### src/rtl/wr_full_unit.sv
// Write-side full/almost-full logic for a dual-clock stack: synchronizes the Gray read
// counter, computes occupancy against the post-write counter and registers the flags.
module wr_full_unit #(
   parameter int stk_ptr_width = 3,
   parameter int af_level      = 2
) (
   input  logic                     clk_write,
   input  logic                     rst_n,
   input  logic [stk_ptr_width:0]   wr_cntr,
   input  logic                     write_req,
   input  logic [stk_ptr_width:0]   rd_gray_async,
   output logic                     write_to_stk,
   output logic [stk_ptr_width:0]   wr_gray,
   output logic                     full,
   output logic                     almost_full,
   output logic [stk_ptr_width:0]   free_cnt,
   output logic                     wr_overflow
);

   localparam int              W        = stk_ptr_width + 1;
   localparam logic [W-1:0]    DEPTH    = W'(2 ** stk_ptr_width);
   localparam logic            AF_RESET = ((2 ** stk_ptr_width) <= af_level);

   function automatic logic [W-1:0] gray2bin(input logic [W-1:0] g);
      logic [W-1:0] b;
      b[W-1] = g[W-1];
      for (int i = W - 2; i >= 0; i--) begin
         b[i] = b[i+1] ^ g[i];
      end
      return b;
   endfunction

   logic [W-1:0] rd_sync1_q, rd_sync1_d;
   logic [W-1:0] rd_sync2_q, rd_sync2_d;
   logic [W-1:0] wr_gray_q, wr_gray_d;
   logic [W-1:0] free_cnt_q, free_cnt_d;
   logic         full_q, full_d;
   logic         almost_full_q, almost_full_d;
   logic         wr_overflow_q, wr_overflow_d;

   logic [W-1:0] wr_cntr_next;
   logic [W-1:0] rd_bin;
   logic [W-1:0] used;
   logic         wr_accept;

   // Occupancy is taken against the post-write counter so a write shows up in the flags
   // at the same edge that accepts it.
   always_comb begin
      wr_accept     = write_req & ~full_q;
      wr_cntr_next  = wr_cntr + W'(wr_accept);
      rd_sync1_d    = rd_gray_async;
      rd_sync2_d    = rd_sync1_q;
      rd_bin        = gray2bin(rd_sync2_q);
      used          = wr_cntr_next - rd_bin;
      full_d        = (used == DEPTH);
      free_cnt_d    = DEPTH - used;
      almost_full_d = (32'(free_cnt_d) <= af_level);
      wr_gray_d     = (wr_cntr_next >> 1) ^ wr_cntr_next;
      wr_overflow_d = wr_overflow_q | (write_req & full_q);
   end

   always_ff @(posedge clk_write) begin
      if (!rst_n) begin
         rd_sync1_q    <= '0;
         rd_sync2_q    <= '0;
         wr_gray_q     <= '0;
         free_cnt_q    <= DEPTH;
         full_q        <= 1'b0;
         almost_full_q <= AF_RESET;
         wr_overflow_q <= 1'b0;
      end else begin
         rd_sync1_q    <= rd_sync1_d;
         rd_sync2_q    <= rd_sync2_d;
         wr_gray_q     <= wr_gray_d;
         free_cnt_q    <= free_cnt_d;
         full_q        <= full_d;
         almost_full_q <= almost_full_d;
         wr_overflow_q <= wr_overflow_d;
      end
   end

   assign write_to_stk = wr_accept;
   assign wr_gray      = wr_gray_q;
   assign full         = full_q;
   assign almost_full  = almost_full_q;
   assign free_cnt     = free_cnt_q;
   assign wr_overflow  = wr_overflow_q;

endmodule

### config.mk
export PLATFORM = sky130hd
export DESIGN_NAME = wr_full_unit
export DESIGN_NICKNAME = d
export VERILOG_FILES = /design/src/rtl/wr_full_unit.sv
export SDC_FILE = /design/constraint.sdc
export NUM_CORES = 1
export LEC_CHECK = 0
export BUFFER_PORTS_ARGS = -buffer_cell sky130_fd_sc_hd__buf_4
export CORE_AREA = 2 2 46 48
export DETAILED_ROUTE_END_ITERATION = 6
export DIE_AREA = 0 0 48 50
export PLACE_DENSITY_LB_ADDON = 0.12
export SLEW_MARGIN = 20
export SYNTH_ARGS = -nofsm -noshare
export SYNTH_HDL_FRONTEND = slang
export SYNTH_SLANG_ARGS = --single-unit
### constraint.sdc
create_clock -name clk_write -period 3.7 [get_ports clk_write]
set_clock_uncertainty 0.1 [all_clocks]
set_input_delay 0.37 -clock clk_write [delete_from_list [all_inputs] [get_ports clk_write]]
set_output_delay 0.37 -clock clk_write [all_outputs]
set_load 0.05 [all_outputs]
# After elaboration in Yosys (flattened, before gate mapping)
# Index checks and enable logic that the tools add are counted.
[totals]
register_bits = 19
input_bits = 11
elab_cells = 20
[op_classes]
n_addsub = 3
order_cmp = 1
eq_ne = 1
n_bitwise = 8
[ops]
columns = ["op", "count"]
rows = [
  ["4-bit by 1-bit adder with 4-bit output", 1],
  ["4-bit == test (second input constant)", 1],
  ["4-bit by 2-bit less-or-equal comparator with 1-bit output (second input constant)", 1],
  ["4-bit subtractor", 1],
  ["4-bit subtractor (first input constant)", 1],
  ["3-bit by 4-bit bitwise XOR with 4-bit output", 1],
  ["1-bit bitwise XOR", 3],
  ["1-bit bitwise AND", 2],
  ["1-bit inverter", 1],
  ["1-bit bitwise OR", 1],
]

# Depth between registers and ports, before layout
# Gate-level depths: netlist of run 1.
[logic_depth]
depth_word = 6
depth_mapped = 10
depth_no_buf = 10

# Worst setup path before layout of run 1
# No wires, ideal clock.
[synth_path]
path_kind = "register to register"
startpoint = "reg full_q, in the netlist full"
endpoint = "reg almost_full_q, in the netlist almost_full"
setup_ns = 0.070
arrival_ns = 2.905
slack_ns = 0.626
path_stages_with_launch = 11
path_buffers = 0
synth_period_minus_slack_ns = 3.074
cell_sequence = "dfxtp_1 > nor2b_1 > xnor2_1 > ha_1 > inv_1 > ha_1 > inv_1 > ha_1 > nor4_1 > o211ai_1 > a21oi_1"
[synth_between]
elab_chain_cells = 6
[synth_rtl]
columns = ["element", "line", "source"]
rows = [
  ["start: declaration", "37", "logic full_q, full_d;"],
  ["start signal: assignment", "76", "full_q <= full_d;"],
  ["1-bit inverter", "49", "wr_accept = write_req & ~full_q;"],
  ["1-bit bitwise AND", "49", ""],
  ["named net write_to_stk", "12", "output logic write_to_stk,"],
  ["4-bit by 1-bit adder with 4-bit output", "50", "wr_cntr_next = wr_cntr + W'(wr_accept);"],
  ["4-bit subtractor", "54", "used = wr_cntr_next - rd_bin;"],
  ["4-bit subtractor", "56", "free_cnt_d = DEPTH - used;"],
  ["4-bit by 2-bit less-or-equal comparator with 1-bit output", "57", "almost_full_d = (32'(free_cnt_d) <= af_level);"],
  ["end signal: assignment", "77", "almost_full_q <= almost_full_d;"],
  ["end: declaration", "38", "logic almost_full_q, almost_full_d;"],
]
# The timed path passes the listed nets, and every way through them passes these cells.
# A chain may end at the register's enable or synchronous reset.

# Worst setup path after layout of run 1
[layout_path]
startpoint = "reg full_q, in the netlist full"
endpoint = "reg almost_full_q, in the netlist almost_full"
[layout_between]
elab_chain_cells = 6
[layout_rtl]
columns = ["element", "line"]
rows = [
  ["1-bit inverter", "49"],
  ["1-bit bitwise AND", "49"],
  ["4-bit by 1-bit adder with 4-bit output", "50"],
  ["4-bit subtractor", "54"],
  ["4-bit subtractor", "56"],
  ["4-bit by 2-bit less-or-equal comparator with 1-bit output", "57"],
]
# No other way between the ends.

==> results.yml, run 1 <==
status:
  status: "complete, no violations"
route:
  avgViaCountPerCell: 4.95
  finalWirelength_um: 1420
  via_count: 708
  drt_first_iter_violations: 12
  routed_wire_length_per_instance_um: 9.96
  postRouteAntennaNets: 0
  drc_errors: 0
  drt_pre_antenna_iters: 2
clock_tree:
  clkTransAtPathRegs_ps: 110
  cts_resized: 0
  htree_num_levels: 1
  clkLatencyLatePin_ps: 290
  cts_root_buffer_type: "sky130_fd_sc_hd__clkbuf_4"
  cts_sinks: 19
  cts_hold_buffers: 0
  cts-buffers-inserted: 3
  cts_tree: "yes"
  post_cts_buffers: 0
  cts-root-to-sink-buffers: 2
sta:
  worst_slew_margin_rel: 0.712
  finalMaxSlewViolations: 0
  maxClockFrequency_mhz: 354
  tightestPinTransition_ps: 427
  final_min_period_over_clock_period: 0.763
  final_setup_violating_endpoints: 0
  finalWorstPathRequiredPeriod_ps: 2820
  timing.final.hold_violations: 0
  unrepaired_setup_endpoints_after_global_routing: "no"
  final_critical_path_setup_slack_ps: 875
  finalSetupTns_ps: 0
power:
  vdd.ir_drop.worst_v: 0.000321
  power_per_cell_area_nw_per_um2: 523
  power.leakage_nw: 0.513
setup_path:
  timing_worst_setup_path_type: "reg -> reg"
  worst_ep_required_time_ps: 3830
  timing.critical_path.arrival_ps: 2950
  cp-end-kind: "flop"
  critical_path_peak_fanout: 6
  crit_path_start_kind: "flop"
layout:
  num_antenna_cells: 0
  drive_above_1_share: 0.250
  multi_input_area_um2: 500
  syn_to_final_growth_pct: 24.0
  area.sequential_um2: 380
  finish.net_count: 134
  layout.filler_cells: 169
grt:
  grt_start_max_net_pins: 12
  grt_pass1_vias: 630
  globalRouteTotalUtil: 0.140
  grt_first_pass_wirelength_um: 2440
  gr-total-overflow: 0
  antenna_found_initial: 0
placed_design:
  worst_slack_at_placement_ps: 761
  detailedPlacementHpwl_um: 1090
  gp_congestion: 0.760
  place.port_buffers: 22
yosys:
  synth_largest_area_cell: "sky130_fd_sc_hd__dfxtp_1"
  yosys_warnings: 0
  netlist-cell-type-count: 34
  synth.most_common_cell: "sky130_fd_sc_hd__dfxtp_1"
  synth_sequential_area_ratio: 0.418
  syn_area_um2: 911
  synthesis.instances: 92
  post_synth.cell_area_avg_um2: 9.90
  asyncSetResetFlopFracSynth: 0
  yosys_register_bits: 19
  yosys.area.top_type_share: 0.418
  synth_enable_flop_cells: 0
  yosys-top-cells-count: "sky130_fd_sc_hd__dfxtp_1, sky130_fd_sc_hd__and2_1, sky130_fd_sc_hd__nor2_1"
  ys.flop_type: "sky130_fd_sc_hd__dfxtp_1"
  number_of_nets_in_the_synthesized_netlist: 109
  synth.area.top_cells: "sky130_fd_sc_hd__dfxtp_1, sky130_fd_sc_hd__ha_1, sky130_fd_sc_hd__and2_1, sky130_fd_sc_hd__xor2_1, sky130_fd_sc_hd__xnor2_1"
job:
  cap_violations: 0
floorplanning:
  initial_cell_density_of_the_core: 0.479
  top_level_ports: 23
  die_h_um: 50
  die_w_um: 48
  placementRows: 16
  core_region_area_um2: 1900
  dieArea_um2: 2400
hold_path:
  worstHoldPathType: "in -> reg"
-- per-stage QoR --
stage	hold WS [ps]	instances	cell area, um^2	util	total power [mW]
3_5_place_dp	319	139	1100	0.580	0.492
2_1_floorplan	312	92	911	-	0.429
4_1_cts	167	143	1130	0.594	0.596
5_1_grt	163	143	1130	0.594	0.635
3_3_place_gp	313	139	1100	0.580	0.488
6_report	171	143	1130	0.594	0.591
-- registers in the layout, indices dropped and copies added (netlist names) --
name / flops
wr_gray: 4
free_cnt: 4
wr_overflow: 1
full: 1
rd_sync2_q: 4
rd_sync1_q: 4
almost_full: 1
-- worst max-delay path: stages (launching register included) --
cell and delay, ps:
sky130_fd_sc_hd__dfxtp_1 380, sky130_fd_sc_hd__and3b_1 230, sky130_fd_sc_hd__ha_1 200, sky130_fd_sc_hd__xor2_1 300, sky130_fd_sc_hd__ha_1 350, sky130_fd_sc_hd__and3b_1 200
sky130_fd_sc_hd__a311oi_2 290, sky130_fd_sc_hd__nand3_2 160, sky130_fd_sc_hd__a2111o_1 420, sky130_fd_sc_hd__a21oi_1 130
-- where the power goes --
group	switching [mW]	internal, mW
Sequential	0.00703	0.229
Clock	0.0629	0.0402
Combinational	0.161	0.0907
Total	0.231	0.360
-- layout by cell type (no fill, tap or decap), types with 2 or more instances in the layout --
cell                       netlist  final
sky130_fd_sc_hd__xnor2_1         4      4
sky130_fd_sc_hd__inv_1           5      5
sky130_fd_sc_hd__and3b_1         2      2
sky130_fd_sc_hd__nor2_1          8      8
sky130_fd_sc_hd__nand2_1         2      2
sky130_fd_sc_hd__a211oi_1        3      3
sky130_fd_sc_hd__nand2b_1        3      3
sky130_fd_sc_hd__clkbuf_4        0      3
sky130_fd_sc_hd__ha_1            6      6
sky130_fd_sc_hd__a21oi_1         2      2
sky130_fd_sc_hd__buf_4           0     22
sky130_fd_sc_hd__and2_1          9      9
sky130_fd_sc_hd__dfxtp_1        19     19
sky130_fd_sc_hd__xor2_1          5      5
sky130_fd_sc_hd__nand3_1         2      2
-- worst paths after layout --
kind                    start            end  slack, ps  cells after the start
min reg2reg     rd_sync1_q[3]  rd_sync2_q[3]        340                      1
min          rd_gray_async[1]  rd_sync1_q[1]        170                      2
max reg2reg              full    almost_full        880                      9
max                      full    almost_full        880                      9
-- logic make-up after synthesis --
group                      after synthesis  synth area share
and+or+nand+nor                         33             0.209
AOI/OAI and AO/OA                       15             0.135
adders and majority gates                6            0.0824
muxes                                    1            0.0110
DFF                                     19             0.418
xor gates and xnor gates                10             0.113
buffers and inverters                    8            0.0330
-- per-layer routing --
metal | vias up | global-route usage | share of wire
li1 | 369 | - | -
met1 | 311 | 0.155 | 0.45
met2 | 24 | 0.251 | 0.48
met3 | 4 | 0.0330 | 0.062
met4 | 0 | 0.0405 | 0.013
met5 | - | 0 | 0
-- layout make-up --
type	count	area share
repair buffers	22	0.146
well taps	27	0.0299
flip-flops and latches	19	0.337
clock buffers	3	0.0199
inverters	6	0.0199
clock inverters	1	0.00443
multi-input cells	65	0.443
No activity file was read; power rests on OpenSTA's default activity.
==> run 2, diff against run 1 <==
- clock period: 3.7 -> 2.8 ns (I/O delays scaled with it)
==> run 2 against run 1 <==
  * Count of clock-buffer cells in the layout did not move
  * Sequential share of layout area down 1.6 points
  * Register-to-register slack got worse by 720 ps
  * First-iteration DRC count down 58%
  * Clock power up 34%
  * Fmax up 7.0%
  * Sequential cell count stayed put
  * Core utilization increased by 3.6 points
  * Hold slack lost 97 ps
  * Wire length increased by 17%
  * Largest cell class unchanged
  * Largest power group unchanged
==> results.yml, run 2 (synthesis gave the netlist of run 1 again) <==
setup_path:
  timing_worst_setup_path_type: "reg -> reg"
  worst_ep_required_time_ps: 2940
  crit_chain: "and3b_1 -> ha_1 -> xor2_1 -> ha_1 -> and3b_1 -> a311oi_2 -> nand3_2 -> a2111o_1 -> a21oi_1"
  crit_path_start_kind: "flop"
  critical-path-slowest-cell: "sky130_fd_sc_hd__a2111o_1"
  cp-end-kind: "flop"
  critical_path.max_stage_delay_ps: 440
  critical_path_peak_fanout: 5
  timing.critical_path.arrival_ps: 2780
placed_design:
  detailedPlacementHpwl_um: 1210
  placed_cells: 142
  place.port_buffers: 22
  worst_slack_at_placement_ps: 28.6
  gp_congestion: 0.834
layout:
  num_antenna_cells: 0
  fin_cells: 147
  finish.net_count: 138
  drive_above_1_share: 0.317
  layout_commonest_cell: "sky130_fd_sc_hd__buf_4"
  layout.filler_cells: 176
  syn_to_final_growth_pct: 31.5
  highest_count_cells_in_the_layout_ignoring_fill_and_taps: "sky130_fd_sc_hd__buf_4, sky130_fd_sc_hd__dfxtp_1, sky130_fd_sc_hd__and2_1, sky130_fd_sc_hd__nor2_1, sky130_fd_sc_hd__ha_1"
grt:
  global_route.usage.met1: 0.162
  grt_start_max_net_pins: 12
  grt_first_pass_wirelength_um: 2790
  global_route.usage.met2: 0.300
  grt_pass1_vias: 712
  gr-total-overflow: 0
  globalRoute.busiestLayer: "met2"
  global_route.usage.met3: 0.0513
  antenna_found_initial: 0
  globalRouteTotalUtil: 0.170
sta:
  final_critical_path_setup_slack_ps: 160
  finalMaxSlewViolations: 0
  finalSetupTns_ps: 0
  final_min_period_over_clock_period: 0.943
  finalWorstPathRequiredPeriod_ps: 2640
  worst_hold_slack_ps: 73.6
  timing.final.hold_violations: 0
  final_setup_violating_endpoints: 0
  worst_slew_margin_rel: 0.733
  maxClockFrequency_mhz: 379
  tightestPinTransition_ps: 398
power:
  power.share.combinational: 0.450
  vdd.ir_drop.worst_v: 0.000562
  cell_internal_pwr_uw: 495
  power.switching_fraction: 0.395
  power.share.sequential: 0.381
  power.leakage_nw: 0.536
  share_clk_of_total_power: 0.168
  net-switching-power_uw: 323
  power_per_cell_area_nw_per_um2: 683
clock_tree:
  clkLatencyLatePin_ps: 300
  htree_num_levels: 1
  cts-buffers-inserted: 3
  cts-root-to-sink-buffers: 2
  clkTransAtPathRegs_ps: 110
  cts_tree: "yes"
  cts_root_buffer_type: "sky130_fd_sc_hd__clkbuf_4"
  cts_hold_buffers: 0
  cts_sinks: 19
floorplanning:
  placementRows: 16
  initial_cell_density_of_the_core: 0.479
  dieArea_um2: 2400
  die_w_um: 48
  top_level_ports: 23
  die_h_um: 50
  core_region_area_um2: 1900
route:
  finalWirelength_um: 1670
  drc_errors: 0
  avgViaCountPerCell: 5.13
  routed_wire_length_per_instance_um: 11.3
  drt_first_iter_violations: 5
  postRouteAntennaNets: 0
  via_count: 754
  drt_pre_antenna_iters: 4
status:
  status: "complete, no violations"
job:
  cap_violations: 0
hold_path:
  worstHoldPathType: "in -> reg"
[run 2: cell types whose count changed in the layout (fill, tap and decap cells not counted), sizes merged]
cell and delta:
buf +4
[run 2: stage by stage]
step	utilization	power [mW]	instance area [um^2]
floorplan	-	0.567	917
global placement	0.595	0.653	1130
detailed placement	0.595	0.659	1130
CTS	0.615	0.804	1170
global route	0.630	0.878	1200
finish	0.630	0.818	1200
[run 2: power by group through the flow]
stage	sequential, mW	clock, mW	combinational, mW
after CTS	0.313	0.143	0.349
after global placement	0.318	0	0.335
after floorplan	0.415	0	0.152
after global routing	0.316	0.161	0.401
final	0.312	0.138	0.368
after detailed placement	0.319	0	0.340
[run 2: layer usage]
layer,share of wire,wire length (um)
met5,0,0
met4,0.031,51
met1,0.40,662
met3,0.057,95
met2,0.51,857
[run 2: final timing paths]
path / startpoint / end / slack, ps / depth (start not counted)
min: rd_gray_async[1] / rd_sync1_q[1] / 70 / 2
min reg2reg: rd_sync1_q[0] / rd_sync2_q[0] / 340 / 1
max reg2reg: full / almost_full / 160 / 9
max: full / almost_full / 160 / 9
[run 2: timing repair]
item | in CTS | in global routing
setup buffers | 0 | 1
endpoints found under the setup margin | 1 | 4
pin swaps | 0 | 1
gates resized for setup | 2 | 3
[run 2: layout make-up]
type	instances	area, um^2	share of cell area
Inverter	6	22.5	0.0188
Tap cell	27	33.8	0.0282
Clock buffer	3	22.5	0.0188
Timing Repair Buffer	26	195	0.163
Multi-Input combinational cell	65	534	0.446
Clock inverter	1	5.00	0.00418
Sequential cell	19	384	0.321
[run 2: critical path, delay by kind of cell, from the launching register on]
family | cells | cell delay [ps]
xor+xnor | 1 | 190
compound gates | 3 | 860
simple gates | 3 | 610
fa+ha+maj | 2 | 450
flops | 1 | 360
==> run 3, diff against run 2 <==
- MAX_ROUTING_LAYER: unset -> met4
==> run 3 against run 2 <==
  * Cell area is the same
  * Sequential cell count unchanged
  * First-iteration DRC count grew 100%
  * Largest cell class unchanged
  * Largest power group unchanged
  * Total power up 0.32%
  * Critical path type unchanged
==> results.yml, run 3 (synthesis gave the netlist of run 1 again) <==
sta:
  finalSetupTns_ps: 0
  final_setup_violating_endpoints: 0
  final_critical_path_setup_slack_ps: 154
  maxClockFrequency_mhz: 378
  timing.final.hold_violations: 0
  tightestPinTransition_ps: 393
  worst_slew_margin_rel: 0.736
  finalMaxSlewViolations: 0
  worst_hold_slack_ps: 67.0
  final_min_period_over_clock_period: 0.945
  finalWorstPathRequiredPeriod_ps: 2650
layout:
  stdcell_area_um2: 1200
  fin_cells: 147
  highest_count_cells_in_the_layout_ignoring_fill_and_taps: "sky130_fd_sc_hd__buf_4, sky130_fd_sc_hd__dfxtp_1, sky130_fd_sc_hd__and2_1, sky130_fd_sc_hd__nor2_1, sky130_fd_sc_hd__ha_1"
  finish.net_count: 138
  layout_commonest_cell: "sky130_fd_sc_hd__buf_4"
  post-route-util: 0.630
  syn_to_final_growth_pct: 31.5
  layout.filler_cells: 176
  drive_above_1_share: 0.317
  num_antenna_cells: 0
clock_tree:
  clkTransAtPathRegs_ps: 110
  htree_num_levels: 1
  cts-root-to-sink-buffers: 2
  cts_tree: "yes"
  cts_root_buffer_type: "sky130_fd_sc_hd__clkbuf_4"
  cts-buffers-inserted: 3
  clkLatencyLatePin_ps: 310
  cts_hold_buffers: 0
  cts_sinks: 19
power:
  power_per_cell_area_nw_per_um2: 686
  power.leakage_nw: 0.536
  vdd.ir_drop.worst_v: 0.000562
  design_power_total_uw: 821
job:
  cap_violations: 0
route:
  routed_wire_length_per_instance_um: 11.5
  drc_errors: 0
  via_count: 764
  drt_pre_antenna_iters: 4
  avgViaCountPerCell: 5.20
  finalWirelength_um: 1700
  postRouteAntennaNets: 0
  drt_first_iter_violations: 10
placed_design:
  worst_slack_at_placement_ps: 28.6
  detailedPlacementHpwl_um: 1210
  place.port_buffers: 22
  placed_cells: 142
  placed_instance_area_um2: 1130
  gp_congestion: 0.847
floorplanning:
  dieArea_um2: 2400
  core_region_area_um2: 1900
  initial_cell_density_of_the_core: 0.479
  top_level_ports: 23
  placementRows: 16
  die_h_um: 50
  die_w_um: 48
grt:
  grt_first_pass_wirelength_um: 2790
  grt_start_max_net_pins: 12
  grt_pass1_vias: 711
  globalRouteTotalUtil: 0.174
  antenna_found_initial: 0
  gr-total-overflow: 0
setup_path:
  timing_worst_setup_path_type: "reg -> reg"
  crit_path_start_kind: "flop"
  worst_ep_required_time_ps: 2940
  critical_path_peak_fanout: 5
  timing.critical_path.arrival_ps: 2790
  cp-end-kind: "flop"
hold_path:
  worstHoldPathType: "in -> reg"
status:
  status: "complete, no violations"
==> run 3: cell counts in the layout (fill, tap and decap cells not counted) <==
Identical to the previous run, type by type.
==> run 3: what timing repair did <==
| action | 4_1_cts | 5_1_grt |
|---|---|---|
| gates resized for setup | 2 | 3 |
| pin swaps | 0 | 1 |
| buffers inserted | 0 | 1 |
| endpoints found under the setup margin | 1 | 4 |
| endpoints found under the hold margin | 0 | 0 |
==> run 3: path summary, 6_finish.rpt <==
kind | start | to | slack (ps) | cells past startpoint
worst min-delay path | rd_gray_async[1] | rd_sync1_q[1] | 70 | 2
worst max-delay path | full | almost_full | 150 | 9
worst min register to register | rd_sync1_q[0] | rd_sync2_q[0] | 340 | 1
worst max register to register | full | almost_full | 150 | 9
==> run 3: layout make-up <==
type                    instances  area, um^2  share of cell area
clock buffers                   3        22.5              0.0188
clock inverters                 1        5.00             0.00418
inverters                       6        22.5              0.0188
multi-input cells              65         534               0.446
flip-flops and latches         19         384               0.321
well taps                      27        33.8              0.0282
repair buffers                 26         195               0.163
==> run 3: power by group <==
part	total, mW	internal [mW]	switching (mW)
Combinational	0.369	0.139	0.229
Clock	0.140	0.0535	0.0865
Sequential	0.312	0.302	0.00973
Total	0.821	0.495	0.326
==> run 3: critical path: stages (launching register included) <==
cell and delay, ps:
sky130_fd_sc_hd__dfxtp_4 360, sky130_fd_sc_hd__and3b_1 280, sky130_fd_sc_hd__ha_1 180, sky130_fd_sc_hd__xor2_1 190, sky130_fd_sc_hd__ha_1 270, sky130_fd_sc_hd__and3b_1 170, sky130_fd_sc_hd__a311oi_2 290, sky130_fd_sc_hd__nand3_2 160
sky130_fd_sc_hd__a2111o_1 440, sky130_fd_sc_hd__a21oi_1 140
==> run 3: layer usage <==
metal  track usage  vias up  share of wire  routed length (um)
li1              -      377              -                   -
met1         0.166      355           0.41                 687
met2         0.300       25           0.51                 869
met3        0.0440        7          0.052                  88
met4        0.0946        0          0.029                  49
met5             -        -              0                   0
